--- src/rtl/demod_ch_sched.sv ---
// demod_ch_sched: round-robin scheduler sharing one demod datapath between
// up to four 24-bit sample streams. Each input channel has a one-entry
// holding register. Held samples are issued in rotating order onto a single
// AXI-Stream master, and consecutive issues are spaced by at least MIN_GAP
// cycles.
//
// Optional feature macro: DEMOD_SCHED_OVF_CNT_EN
//   defined   - per-channel 16-bit saturating overflow counters
//               (a cycle with tvalid high while the holding register is full)
//   undefined - ovf_cnt is tied to zero
//
// Ports
//   s_axis_aclk     clock
//   s_axis_aresetn  asynchronous active-low reset
//   s_axis_tdata    N_CH packed input samples, channel i at [i*DATA_W +: DATA_W]
//   s_axis_tvalid   per-channel input valid
//   s_axis_tready   per-channel input ready (holding register empty)
//   m_axis_tdata    issued sample
//   m_axis_tvalid   output register occupied
//   m_axis_tready   downstream ready
//   m_axis_tuser    channel index of the issued sample
//   ovf_cnt         N_CH packed 16-bit overflow counters
module demod_ch_sched #(
    parameter int unsigned DATA_W  = 24,
    parameter int unsigned N_CH    = 4,
    parameter int unsigned MIN_GAP = 21
) (
    input  logic                   s_axis_aclk,
    input  logic                   s_axis_aresetn,
    input  logic [N_CH*DATA_W-1:0] s_axis_tdata,
    input  logic [N_CH-1:0]        s_axis_tvalid,
    output logic [N_CH-1:0]        s_axis_tready,
    output logic [DATA_W-1:0]      m_axis_tdata,
    output logic                   m_axis_tvalid,
    input  logic                   m_axis_tready,
    output logic [1:0]             m_axis_tuser,
    output logic [N_CH*16-1:0]     ovf_cnt
);

    localparam int unsigned IDX_W = 2;
    localparam int unsigned GAP_W = $clog2(MIN_GAP) + 1;
    localparam logic [GAP_W-1:0] GAP_RELOAD = GAP_W'(MIN_GAP - 1);
    // With a gap of one, a new sample may load on the same edge as the handshake.
    localparam bit BACK2BACK = (MIN_GAP == 1);

    logic [DATA_W-1:0] r_hold [N_CH];
    logic [N_CH-1:0]   r_full;
    logic [IDX_W-1:0]  r_last;
    logic [GAP_W-1:0]  r_gap_cnt;
    logic              r_tvalid;
    logic [DATA_W-1:0] r_tdata;
    logic [IDX_W-1:0]  r_tuser;

    logic [N_CH-1:0]   w_capture;
    logic              w_hs;
    logic              w_found;
    logic              w_load;
    logic [IDX_W-1:0]  w_cand;
    logic [IDX_W-1:0]  w_grant_idx;
    logic [N_CH-1:0]   w_grant_oh;
    logic [N_CH-1:0]   w_full_nxt;
    logic [GAP_W-1:0]  w_gap_nxt;
    logic              w_tvalid_nxt;
    logic [DATA_W-1:0] w_tdata_nxt;
    logic [IDX_W-1:0]  w_tuser_nxt;
    logic [IDX_W-1:0]  w_last_nxt;

    assign s_axis_tready = ~r_full;
    assign m_axis_tdata  = r_tdata;
    assign m_axis_tvalid = r_tvalid;
    assign m_axis_tuser  = r_tuser;

    // Next-state: arbitration, load decision, gap counter, output register.
    always_comb begin
        w_capture    = s_axis_tvalid & ~r_full;
        w_hs         = r_tvalid & m_axis_tready;
        w_found      = 1'b0;
        w_cand       = r_last;
        w_grant_idx  = r_last;

        // First full channel scanning upward from last+1, wrapping at N_CH.
        for (int unsigned k = 1; k <= N_CH; k++) begin
            w_cand = IDX_W'((32'(r_last) + k) % N_CH);
            if (!w_found && r_full[w_cand]) begin
                w_grant_idx = w_cand;
                w_found     = 1'b1;
            end
        end

        w_load       = w_found && (r_gap_cnt <= GAP_W'(1)) && (!r_tvalid || (BACK2BACK && w_hs));
        w_grant_oh   = w_load ? (N_CH'(1) << w_grant_idx) : '0;
        w_full_nxt   = (r_full | w_capture) & ~w_grant_oh;

        w_gap_nxt    = r_gap_cnt;
        if (w_hs) begin
            w_gap_nxt = GAP_RELOAD;
        end else if (r_gap_cnt != '0) begin
            w_gap_nxt = r_gap_cnt - GAP_W'(1);
        end

        w_tvalid_nxt = r_tvalid;
        w_tdata_nxt  = r_tdata;
        w_tuser_nxt  = r_tuser;
        w_last_nxt   = r_last;
        if (w_load) begin
            w_tvalid_nxt = 1'b1;
            w_tdata_nxt  = r_hold[w_grant_idx];
            w_tuser_nxt  = w_grant_idx;
            w_last_nxt   = w_grant_idx;
        end else if (w_hs) begin
            w_tvalid_nxt = 1'b0;
        end
    end

    // Control and output registers.
    always_ff @(posedge s_axis_aclk or negedge s_axis_aresetn) begin
        if (!s_axis_aresetn) begin
            r_full    <= '0;
            r_last    <= IDX_W'(N_CH - 1);
            r_gap_cnt <= '0;
            r_tvalid  <= 1'b0;
            r_tdata   <= '0;
            r_tuser   <= '0;
        end else begin
            r_full    <= w_full_nxt;
            r_last    <= w_last_nxt;
            r_gap_cnt <= w_gap_nxt;
            r_tvalid  <= w_tvalid_nxt;
            r_tdata   <= w_tdata_nxt;
            r_tuser   <= w_tuser_nxt;
        end
    end

    // Per-channel holding registers.
    always_ff @(posedge s_axis_aclk or negedge s_axis_aresetn) begin
        if (!s_axis_aresetn) begin
            for (int i = 0; i < N_CH; i++) begin
                r_hold[i] <= '0;
            end
        end else begin
            for (int i = 0; i < N_CH; i++) begin
                if (w_capture[i]) begin
                    r_hold[i] <= s_axis_tdata[i*DATA_W +: DATA_W];
                end
            end
        end
    end

`ifdef DEMOD_SCHED_OVF_CNT_EN
    logic [15:0] r_ovf [N_CH];

    // A sample offered while the holding register is still full counts once per cycle.
    always_ff @(posedge s_axis_aclk or negedge s_axis_aresetn) begin
        if (!s_axis_aresetn) begin
            for (int i = 0; i < N_CH; i++) begin
                r_ovf[i] <= '0;
            end
        end else begin
            for (int i = 0; i < N_CH; i++) begin
                if (s_axis_tvalid[i] && r_full[i] && (r_ovf[i] != 16'hFFFF)) begin
                    r_ovf[i] <= r_ovf[i] + 16'd1;
                end
            end
        end
    end

    for (genvar g = 0; g < N_CH; g++) begin : g_ovf
        assign ovf_cnt[g*16 +: 16] = r_ovf[g];
    end
`else
    assign ovf_cnt = '0;
`endif

endmodule
--- config.mk ---
export PLATFORM = sky130hd
export DESIGN_NAME = demod_ch_sched
export DESIGN_NICKNAME = d
export VERILOG_FILES = /design/src/rtl/demod_ch_sched.sv
export SDC_FILE = /design/constraint.sdc
export NUM_CORES = 1
export LEC_CHECK = 0
export BUFFER_PORTS_ARGS = -buffer_cell sky130_fd_sc_hd__clkbuf_2
export CAP_MARGIN = 15
export CORE_ASPECT_RATIO = 0.9
export CORE_MARGIN = 4
export CORE_UTILIZATION = 55
export CTS_CLUSTER_SIZE = 25
export DETAILED_ROUTE_END_ITERATION = 10
export GPL_ROUTABILITY_DRIVEN = 0
export PLACE_DENSITY = 0.85
export SYNTH_ARGS = -nofsm -noshare
export SYNTH_HDL_FRONTEND = slang
export SYNTH_SLANG_ARGS = --single-unit
export TNS_END_PERCENT = 1
--- constraint.sdc ---
create_clock -name s_axis_aclk -period 4.6 [get_ports s_axis_aclk]
set_clock_uncertainty 0.15 [all_clocks]
set_input_delay 0.23 -clock s_axis_aclk [delete_from_list [all_inputs] [get_ports s_axis_aclk]]
set_output_delay 0.23 -clock s_axis_aclk [all_outputs]
set_load 0.005 [all_outputs]
==> flow_summary.yaml <==
critical_path:
  cp.arrival_ps: 3550
  r2r-start: "r_gap_cnt[3]"
  path_buf_inv: 0
  start_kind: "flop"
  critPathTopFamily: "simple AND/OR/NAND/NOR gates"
  cp_cell_sequence: "or4_1 > a2111oi_4 > nand3_1 > a211oi_1 > a211oi_1"
  slowest_delay_ps: 830
  critPathSlowestCell: "nand3_1"
  worst-r2r-cell-count: 5
  reg2reg_setup_slack_ps: 1170
  critical_path.most_common_cell: "a211oi_1"
  worstReg2RegEnd: "m_axis_tdata[7]"
  end_kind: "flop"
  critPathKind: "flop to flop"
  cp_max_fo: 22
  critPathRequiredTime_ps: 4720
layout:
  fin_cells: 929
  syn_to_final_growth_pct: 34.9
  fill_cells: 653
  drive_gt1_share_pct: 35.9
  layout.nets: 865
power_and_ir_drop:
  power_frac_comb_pct: 9.2
  p_sw_mw: 0.688
  seqPwrFrac_pct: 43.3
  power_mw: 3.11
  ir_drop_uv: 268
  leakage_nw: 4.02
  swShare_pct: 22.1
  power.density_nw_per_um2: 359
  p_int_mw: 2.43
  clkPwrFrac_pct: 47.4
timing:
  worstMarginPinSlew_ps: 1130
  tns_ps: 0
  timing.final.crit_share_pct: 74.6
  report.final.hold_viol_count: 0
  grt_setup_unrepaired: "no"
  finalSetupViolCount: 0
  final_max_slew_viol_count: 0
  maxSlewHeadroom_pct: 24.7
  timing.final.crit_period_ps: 3430
  fmax_mhz: 291
floorplanning:
  die_area_sq_um: 13500
  io_pins: 198
  std_cell_rows: 37
  dieHeight_um: 111
  core_sq_um: 11400
  die_w_um: 122
  start_util_pct: 56.3
global_routing:
  grt_max_degree: 80
  grt_pass1_wl_mm: 30.5
  track_usage_pct: 29.8
  antenna_found_initial: 0
  met1_usage_pct: 35.9
  use_met3_pct: 8.60
  grt_pass1_vias: 5453
  grt_overflow: 0
  busiest_layer: "met2"
  use_met2_pct: 50.3
min_path:
  hold_class: "primary input to async pin"
synth:
  netlist_area_sq_um: 6440
  ys_types: 34
  syn_inst: 529
  yosys_warnings: 0
  syn_area_per_cell_sq_um: 12.2
  ys_seq_elements: 135
  synth-seq-area-share_pct: 52.5
placement:
  dp_hpwl_mm: 10.8
  port_buffers: 133
  dp.cells: 794
clock_network:
  clock-sinks: 135
  clkLatencyLatePin_ps: 430
  cts.clk_slew.worst_paths_ps: 60
  post-cts-setup-buffer-count: 0
  ctsRootBufferMaster: "clkbuf_16"
  cts_tree: "done"
  htree_levels: 4
  cts_buffer_depth: 2
  cts_buffers: 17
route:
  vias_per_cell: 5.68
  ant_nets: 0
  vias: 5277
  wl_per_cell_um: 21.2
  dr.pass1.iters: 5
  totalWireLength_mm: 19.7
  drt_iter0_drc: 414
  drc_errors: 0
run:
  max_cap_viol_count: 0
run_status:
  status: "finished clean"
-- cell usage in the layout (no fill, tap or decap), types with 2 or more instances in the layout --
master         count
a21oi_1           10
clkbuf_16         17
dfrtp_1          133
clkbuf_8           4
conb_1            64
nand3_1            4
clkinvlp_4         2
o21ai_0            3
dfstp_2            2
and3_1             2
nor3_2             2
nor4b_1           22
o211a_1            2
dlygate4sd3_1    102
nor2_1            41
clkbuf_2         132
nor2b_2            3
mux2i_1           24
buf_4             11
nand2b_1           3
mux2_2            94
nand2_1            7
bufinv_16          4
clkbuf_1           4
ha_1               3
a211oi_1          46
xor2_1             3
o31ai_1            2
inv_1             10
-- how the worst max path moves through the flow --
stage,start,end,slack [ps],depth (start not counted)
global placement,r_gap_cnt[3],m_axis_tdata[1],1550,5
finish,r_gap_cnt[3],m_axis_tdata[7],1170,5
detailed placement,r_gap_cnt[3],m_axis_tdata[7],1350,5
floorplan,r_gap_cnt[3],m_axis_tdata[10],2290,5
global route,r_gap_cnt[3],m_axis_tdata[7],1010,5
CTS,r_gap_cnt[3],m_axis_tdata[7],1210,5
-- repair_timing --
item	4_1_cts	5_1_grt
hold buffers	102	0
resized for setup	0	0
endpoints found under the hold margin	182	0
-- routing by layer --
metal / up-vias / wire length (um)
met5: - / 0
met4: 0 / 761
li1: 2214 / -
met1: 2608 / 7220
met3: 77 / 1890
met2: 378 / 9800
-- sequential cells by signal (all words and copies together), names as in the netlist --
signal         count
m_axis_tuser       2
m_axis_tvalid      1
r_last             2
r_full             4
r_hold            96
r_gap_cnt          6
m_axis_tdata      24
-- logic make-up after synthesis --
group | share of synthesized area (%)
fa+ha+maj | 0.583
xor+xnor | 0.544
flops | 52.5
compound gates | 8.15
buf+inv | 10.3
simple gates | 7.62
mux | 20.2
other cells | 0.0583
-- metrics by stage --
stage | worst slack (ps) | utilization [%] | instance area [sq um] | hold slack (ps)
after CTS | 1210 | 75.9 | 8680 | 299
after floorplan | 2290 | - | 6670 | -216
after detailed placement | 1350 | 61.4 | 7020 | 169
after global routing | 1010 | 75.9 | 8680 | 338
final | 1170 | 75.9 | 8680 | 227
after global placement | 1550 | 61.4 | 7020 | 153
-- cell type report --
cell class / count / area, sq um / area share, %
diodes: 1 / 2.50 / 0.0288
clock inverters: 7 / 140 / 1.61
flip-flops and latches: 135 / 3380 / 38.9
repair buffers: 246 / 1780 / 20.4
multi-input cells: 349 / 2660 / 30.6
well taps: 156 / 195 / 2.25
clock buffers: 25 / 495 / 5.71
inverters: 10 / 37.5 / 0.432
-- power groups by stage --
stage / logic, mW / registers, mW / clock network (mW)
after global placement: 0.194 / 1.35 / 0
after floorplan: 0.157 / 1.34 / 0
after global routing: 0.314 / 1.35 / 1.53
after detailed placement: 0.205 / 1.36 / 0
final: 0.288 / 1.35 / 1.48
after CTS: 0.278 / 1.34 / 1.46
-- synthesized netlist by cell type --
cell type | count | share of area (%)
or4_1 | 1 | 0.12
xnor2_1 | 1 | 0.14
and3_1 | 2 | 0.19
o32a_1 | 1 | 0.16
clkbuf_1 | 24 | 1.4
mux2i_1 | 24 | 3.7
nor2_1 | 41 | 2.4
nor4b_1 | 22 | 3.0
o31ai_1 | 2 | 0.23
conb_1 | 1 | 0.058
inv_1 | 10 | 0.58
buf_4 | 67 | 7.8
and2_1 | 1 | 0.097
xor2_1 | 3 | 0.41
a21o_1 | 1 | 0.12
nand2b_1 | 3 | 0.29
o211a_1 | 2 | 0.31
dfstp_2 | 2 | 0.82
a21boi_2 | 1 | 0.17
dfrtp_1 | 133 | 52
a2111oi_4 | 1 | 0.43
nor2b_1 | 5 | 0.49
nor3_1 | 3 | 0.23
mux2_2 | 94 | 16
a211oi_1 | 46 | 5.4
nand2_1 | 7 | 0.41
nand3_1 | 4 | 0.31
or3_1 | 1 | 0.097
ha_1 | 3 | 0.58
o21ai_0 | 3 | 0.23
a32oi_1 | 1 | 0.14
a221oi_1 | 1 | 0.14
a21oi_1 | 11 | 0.86
buf_2 | 7 | 0.54
Note: power is estimated with default switching activity, not from simulation.
